--- config.mk ---
export PLATFORM = sky130hd
export DESIGN_NAME = keypad_key_decoder
export DESIGN_NICKNAME = d
export VERILOG_FILES = /design/src/rtl/keypad_key_decoder.sv
export SDC_FILE = /design/constraint.sdc
export NUM_CORES = 1
export LEC_CHECK = 0
export ABC_AREA = 0
export CAP_MARGIN = 20
export CORE_MARGIN = 4
export CORE_UTILIZATION = 46
export CTS_CLUSTER_DIAMETER = 200
export DETAILED_ROUTE_END_ITERATION = 8
export GPL_ROUTABILITY_DRIVEN = 0
export HOLD_SLACK_MARGIN = 0.03
export MAX_ROUTING_LAYER = met4
export PLACE_DENSITY = 0.72
export SYNTH_ARGS = -nofsm -noshare
export SYNTH_HDL_FRONTEND = slang
export SYNTH_SLANG_ARGS = --single-unit
--- constraint.sdc ---
create_clock -name clk -period 2.35 [get_ports clk]
set_clock_uncertainty 0.1 [all_clocks]
set_input_delay 0.47 -clock clk [delete_from_list [all_inputs] [get_ports clk]]
set_output_delay 0.47 -clock clk [all_outputs]
set_load 0.1 [all_outputs]
--- src/rtl/keypad_key_decoder.sv ---
// keypad_key_decoder
// Turns the PS/2 scan-code byte stream into per-key press pulses and held
// levels for keypad 4/5/6 and keypad Enter. Handles the E0 (extended) and
// F0 (break) prefixes, drops typematic repeats, and returns to IDLE with a
// protocolError pulse on an illegal prefix sequence or a prefix timeout.
//
// Handshake: kbdDataValid is a 1-cycle strobe with no back-pressure; kbdData
// is sampled only in cycles where kbdDataValid=1, and every such byte is
// consumed. All outputs are registered and appear one cycle after the cause.
//
// Key vectors internally are ordered {enter, key6, key5, key4}.
module keypad_key_decoder #(
  parameter logic [7:0] KEY4_CODE      = 8'h6B,
  parameter logic [7:0] KEY5_CODE      = 8'h73,
  parameter logic [7:0] KEY6_CODE      = 8'h74,
  parameter logic [7:0] ENTER_CODE     = 8'h5A,
  parameter int         PREFIX_TIMEOUT = 250000
) (
  input  logic       clk,
  input  logic       reset,
  input  logic [7:0] kbdData,
  input  logic       kbdDataValid,
  output logic       key4IsPressed,
  output logic       key5IsPressed,
  output logic       key6IsPressed,
  output logic       keyEnterIsPressed,
  output logic       key4IsHeld,
  output logic       key5IsHeld,
  output logic       key6IsHeld,
  output logic       keyEnterIsHeld,
  output logic       protocolError,
  output logic [1:0] debugState
);

  localparam logic [7:0] EXT_PREFIX = 8'hE0;
  localparam logic [7:0] BRK_PREFIX = 8'hF0;
  localparam int         CNT_W      = $clog2(PREFIX_TIMEOUT);
  localparam logic [CNT_W-1:0] CNT_LAST = CNT_W'(PREFIX_TIMEOUT - 1);

  typedef enum logic [1:0] {
    IDLE      = 2'd0,
    EXT       = 2'd1,
    BREAK     = 2'd2,
    EXT_BREAK = 2'd3
  } state_t;

  state_t           state, nextState;
  logic [CNT_W-1:0] cnt, cntNext;
  logic             errNext;
  logic             decodeMake;
  logic             decodeBrk;
  logic             decodeExt;
  logic             timeoutHit;
  logic [3:0]       matchVec;
  logic [3:0]       held, heldNext;
  logic [3:0]       pressed, pressedNext;

  // Prefix timer expires only while a prefix is pending.
  assign timeoutHit = (state != IDLE) && (cnt == CNT_LAST);

  // Which tracked key (if any) the current byte names, given extension.
  always_comb begin
    matchVec    = 4'b0000;
    matchVec[0] = !decodeExt && (kbdData == KEY4_CODE);
    matchVec[1] = !decodeExt && (kbdData == KEY5_CODE);
    matchVec[2] = !decodeExt && (kbdData == KEY6_CODE);
    matchVec[3] =  decodeExt && (kbdData == ENTER_CODE);
  end

  // Next-state, timer and decode strobes; a valid byte beats a timeout.
  always_comb begin
    nextState  = state;
    cntNext    = cnt;
    errNext    = 1'b0;
    decodeMake = 1'b0;
    decodeBrk  = 1'b0;
    decodeExt  = 1'b0;
    if (kbdDataValid) begin
      cntNext = '0;
      case (state)
        IDLE: begin
          if (kbdData == EXT_PREFIX) begin
            nextState = EXT;
          end else if (kbdData == BRK_PREFIX) begin
            nextState = BREAK;
          end else begin
            decodeMake = 1'b1;
          end
        end
        EXT: begin
          if (kbdData == BRK_PREFIX) begin
            nextState = EXT_BREAK;
          end else if (kbdData == EXT_PREFIX) begin
            errNext = 1'b1;
          end else begin
            decodeMake = 1'b1;
            decodeExt  = 1'b1;
            nextState  = IDLE;
          end
        end
        BREAK: begin
          nextState = IDLE;
          if ((kbdData == EXT_PREFIX) || (kbdData == BRK_PREFIX)) begin
            errNext = 1'b1;
          end else begin
            decodeBrk = 1'b1;
          end
        end
        EXT_BREAK: begin
          nextState = IDLE;
          if ((kbdData == EXT_PREFIX) || (kbdData == BRK_PREFIX)) begin
            errNext = 1'b1;
          end else begin
            decodeBrk = 1'b1;
            decodeExt = 1'b1;
          end
        end
        default: nextState = IDLE;
      endcase
    end else if (state != IDLE) begin
      if (timeoutHit) begin
        nextState = IDLE;
        errNext   = 1'b1;
        cntNext   = '0;
      end else begin
        cntNext = cnt + 1'b1;
      end
    end
  end

  // Held levels and new-press pulses; repeats of a held key do not pulse.
  always_comb begin
    pressedNext = 4'b0000;
    heldNext    = held;
    if (decodeMake) begin
      pressedNext = matchVec & ~held;
      heldNext    = held | matchVec;
    end else if (decodeBrk) begin
      heldNext = held & ~matchVec;
    end
  end

  // State, timer and all output registers.
  always_ff @(posedge clk or posedge reset) begin
    if (reset) begin
      state         <= IDLE;
      cnt           <= '0;
      held          <= 4'b0000;
      pressed       <= 4'b0000;
      protocolError <= 1'b0;
    end else begin
      state         <= nextState;
      cnt           <= cntNext;
      held          <= heldNext;
      pressed       <= pressedNext;
      protocolError <= errNext;
    end
  end

  assign key4IsPressed     = pressed[0];
  assign key5IsPressed     = pressed[1];
  assign key6IsPressed     = pressed[2];
  assign keyEnterIsPressed = pressed[3];
  assign key4IsHeld        = held[0];
  assign key5IsHeld        = held[1];
  assign key6IsHeld        = held[2];
  assign keyEnterIsHeld    = held[3];
  assign debugState        = state;

endmodule
## Yosys cells after proc, flatten, opt, wreduce, memory -nomap -nowiden

Cells that the tools add are included.

- Output and inout bits: 11
- Register bits: 29
- Input bits: 11

- Reductions and logical operators: 14
- Bitwise operators: 5
- $add $sub $neg: 1
- Muxes and demuxes: 32
- Eq/ne operators: 12

Operators with widths:

| kind | number |
|---|---|
| two-way mux 18 bit | 3 |
| equality test 8 x 7 -> 1 bit, second input constant | 4 |
| adder 18 x 1 -> 18 bit, second input constant | 1 |
| equality test 18 bit, second input constant | 1 |
| equality test 8 bit, second input constant | 2 |
| two-way mux 1 bit | 15 |
| two-way mux 2 bit | 7 |
| two-way mux 4 bit | 3 |
| bitwise AND 4 bit | 2 |
| inequality test 4 bit, second input constant | 2 |
| NOT 4 bit | 2 |
| nonzero test 2 bit | 4 |
| case mux 1 bit (2 select lines) | 3 |
| case mux 2 bit (3 select lines) | 1 |
| logical AND 1 bit | 5 |
| equality test 2 bit, second input constant | 2 |
| bitwise OR 4 bit | 1 |
| AND reduction 4 bit | 1 |
| equality test 2 x 1 -> 1 bit, second input constant | 1 |
| logical NOT 2 bit | 1 |
| OR reduction 2 bit | 1 |
| logical NOT 1 bit | 1 |
| logical OR 1 bit | 1 |

## Logic depth before layout (Yosys ltp)

Gate-level depths: netlist of run 1.

- Depth in word-level cells: 11
- Mapped depth: 6
- Mapped depth without buffers: 5

## Worst setup path before layout of run 1

No wires, ideal clock.

- Kind: register to register
- From: reg state[1], in the netlist debugState[1]
- To: reg cnt[15]
- Stages on the path, launching flop included: 7
- Data required time: 2.172 ns
- Slack: -0.445 ns
- Period minus slack after synthesis: 2.795 ns
- Arrival: 2.617 ns
- Cells stage by stage: dfrtp_1 buf_2 nor3_1 or4b_1 clkbuf_1 or4_1 a21oi_1

- Word-level cells in the longest chain between the ends: 5
- Elaborated cells on any way between the ends: 6
- Classes of those cells: 3 x mux; 3 x reduce/logical

Ends and longest elaborated chain:

| item | line | source |
|---|---|---|
| from (decl) | 47 | `state_t state, nextState;` |
| from (signal assigned) | 152 | `state <= nextState;` |
| nonzero test 2 bit (*) | 59, 120 |  |
| logical AND 1 bit | 59 | `assign timeoutHit = (state != IDLE) && (cnt == CNT_LAST);` |
| two-way mux 18 bit | 121 | `if (timeoutHit) begin` |
| two-way mux 18 bit | 120 | `end else if (state != IDLE) begin` |
| two-way mux 18 bit | 78 | `if (kbdDataValid) begin` |
| to (signal assigned) | 153 | `cnt <= cntNext;` |
| to (decl) | 48 | `logic [CNT_W-1:0] cnt, cntNext;` |

Mark *: on every way between the ends. The rest lies on a longest branch, timed or not. The select of a mux whose other input is x is not followed.
A chain may end at the register's enable or synchronous reset.

## Final worst setup path of run 1

- From: reg cnt[4]
- To: reg cnt[5]

- Word-level cells in the longest chain between the ends: 5
- Elaborated cells on any way between the ends: 6
- Classes of those cells: 1 x add/sub; 1 x eq/ne; 3 x mux; 1 x reduce/logical

Ends and longest elaborated chain:

| item | line |
|---|---|
| branches (longest 2 deep; another with adder 18 x 1 -> 18 bit) | - |
| two-way mux 18 bit (*) | 121 |
| two-way mux 18 bit (*) | 120 |
| two-way mux 18 bit (*) | 78 |

Mark *: on every way between the ends. The select of a mux whose other input is x is not followed.

==> flow_metrics.tcl, run 1 <==
set metrics [dict create \
    drtIter0Drc 72 \
    ctsRootBufferMaster "clkbuf_4" \
    maxSlewHeadroom_pct 64.2 \
    p_sw_share_pct 27.4 \
    drt_wl_total_mm 3.27 \
    firstDrtPassIters 4 \
    synth.area.top_cells "dfrtp_1, a21oi_1, nand2_1" \
    die-area_um2 4190 \
    syn_area_um2 1480 \
    power_frac_comb_pct 11.3 \
    drv_slew 0 \
    cts.sinks 29 \
    register_area_um2 731 \
    synthFlopType "dfrtp_1" \
    drc 0 \
    clock_path_buffers 2 \
    syn_inst 150 \
    fillers 283 \
    crit_start "cnt[4]" \
    yosys_register_bits 29 \
    first_global_vias 1248 \
    finalPower_w 0.000897 \
    fmax_mhz 438 \
    fin_crit_sh_pct 97.0 \
    hold_path.class "in2async" \
    syn_to_final_growth_pct 24.0 \
    final_net_count 197 \
    wl_per_cell_um 14.2 \
    synthArstFlopShare_pct 100 \
    hold_violations 0 \
    drv_cap 0 \
    antenna_found_initial 0 \
    hpwlAfterDp_mm 2.51 \
    power_density_nw_per_um2 489 \
    muxShareOfSynthArea_pct 2.28 \
    synth.distinct_cells 38 \
    initial_utilization_pct 48.4 \
    setup_violations 0 \
    synthAdderAreaFrac_pct 0.846 \
    final_layout_size_suffix_gt1_share_pct 19.9 \
    cts_resized 0 \
    placed_area_um2 1780 \
    pwr-share-clk_pct 32.2 \
    io_pins 22 \
    numCtsBuffers 5 \
    synth_nets 162 \
    cts_hold_buf 0 \
    rsz0062_at_grt "no" \
    critPathCaptureType "flop" \
    multi_input_area_um2 698 \
    die_h_um 64.7 \
    synth_area_per_cell_um2 9.86 \
    fin_tns_setup_ps 0 \
    reg2reg_from "cnt[4]" \
    grt_pass1_wl_mm 5.82 \
    h-tree-depth 2 \
    crit_fanout 8 \
    yosysTopAreaCell "dfrtp_1" \
    vias_per_cell 5.41 \
    fin_util_pct 60.1 \
    cp.required_ps 2460 \
    critical_path.startpoint_type "flop" \
    die_w_um 64.7 \
    std_cell_rows 20 \
    reg2reg_depth 5 \
    antenna_left 0 \
    grt_overflow 0 \
    synth-edff-count 0 \
    arrival_ps 2400 \
    yosys_warnings 0 \
    worst_slew_pin_slew_ps 536 \
    antenna_cells 0 \
    vias 1244 \
    power.share.sequential_pct 56.5 \
    yosysTopAreaCellShare_pct 49.1 \
    grt_max_degree 16 \
    reg2reg_slack_ps 70 \
    worstSetupPathType "reg2reg" \
    status "finished, final reports clean" \
    post-cts-setup-buffers 0 \
    ir_drop_mv 0.233 \
    p_int_w 0.000651 \
    cts_tree "done" \
    r2r-end "cnt[5]" \
    synth-xor-area-share_pct 5.33 \
    synth-simple-area-share_pct 26.4 \
    period_needed_ps 2280 \
    clkTransAtPathRegs_ps 100 \
    core_area_um2 3050 \
    synth_top_family_by_area "simple AND/OR/NAND/NOR gates" \
    leakagePower_nw 0.781 \
    clk_latency_ps 320 \
    synth_seq_area_share_pct 49.1 \
    switchingPower_w 0.000246 \
    track_usage_pct 18.3 \
    stdcell_area_um2 1830 \
    synth_compound_area_share_pct 12.4 \
    port-buffer-count 21 \
]
[logic make-up (layout without fill, tap and decap cells)]
family	count (synthesis)	count (layout)
adder cells (fa/ha/maj)	1	1
multiplexers	3	3
buffers and inverters	12	48
XOR/XNOR	9	9
AND/OR/NAND/NOR	68	68
flip-flops	29	29
AO/OA/AOI/OAI	28	28
[synth_stat cells, types with 3 or more instances]
master / instances
a21oi_1: 9
dfrtp_1: 29
inv_1: 8
mux2_2: 3
nand2_1: 12
nand3_1: 4
nand4_1: 7
nor2_1: 12
nor3_1: 8
o21ai_0: 8
o31ai_1: 4
or3_1: 5
or4_1: 5
xnor2_1: 4
xor2_1: 5
[area by class of cell]
cell class	count	area share, %
flip-flops and latches	29	39.8
multi-input cells	109	38.1
repair buffers	32	14.7
well taps	44	3.00
clock buffers	6	2.25
inverters	8	1.64
clock inverters	2	0.546
[metrics by stage]
step / hold slack [ps] / cells / worst slack, ps
5_1_grt: 387 / 230 / 13.2
3_5_place_dp: 358 / 222 / -154
2_1_floorplan: 411 / 150 / 16.3
4_1_cts: 367 / 230 / 41.6
3_3_place_gp: 339 / 222 / -97.6
6_report: 366 / 230 / 69.3
[how the worst max path moves through the flow]
stage	to	cells after the start
3_5_place_dp	cnt[17]	5
3_3_place_gp	cnt[15]	5
2_1_floorplan	cnt[15]	5
6_report	cnt[5]	5
5_1_grt	cnt[5]	5
4_1_cts	debugState[1]	5
[worst max-delay path, stage by stage (launching register included)]
cell and delay, ps:
dfrtp_1 380, or4_1 540, or4_4 600, o31ai_4 300, buf_4 200, nor2_1 60
[cells in the final DEF (no fill, tap or decap), types with 5 or more instances in the layout]
cell | netlist | layout
nor3_1 | 8 | 8
a21oi_1 | 9 | 9
nand4_1 | 7 | 7
clkbuf_4 | 0 | 5
or4_1 | 5 | 5
o21ai_0 | 8 | 8
or3_1 | 5 | 5
xor2_1 | 5 | 5
nand2_1 | 12 | 12
clkdlybuf4s50_1 | 0 | 10
nor2_1 | 12 | 12
buf_4 | 0 | 21
inv_1 | 8 | 8
dfrtp_1 | 29 | 27
[metal layers]
layer	wire length [um]	GRT usage (%)
met1	1470	21.4
met2	1590	29.9
met4	43	5.54
met3	171	6.24
met5	0	-
[power by group through the flow]
stage	combinational, W	sequential, W	clock (W)
after detailed placement	0.000101	0.000517	0
after floorplan	0.0000289	0.000549	0
after global routing	0.000109	0.000508	0.000331
after global placement	0.0000993	0.000517	0
after CTS	0.000101	0.000507	0.000297
final	0.000101	0.000507	0.000289
(Power assumes the default switching activity.)
==> run 2, diff against run 1 <==
--- a/config.mk
+++ b/config.mk
@@ -10,6 +10,7 @@
 export CORE_MARGIN = 4
 export CORE_UTILIZATION = 46
 export CTS_CLUSTER_DIAMETER = 200
+export CTS_CLUSTER_SIZE = 14
 export DETAILED_ROUTE_END_ITERATION = 8
 export GPL_ROUTABILITY_DRIVEN = 0
 export HOLD_SLACK_MARGIN = 0.03
==> results of run 2 <==
Same layout as run 1: the final DEF is identical, and so are final timing and power.
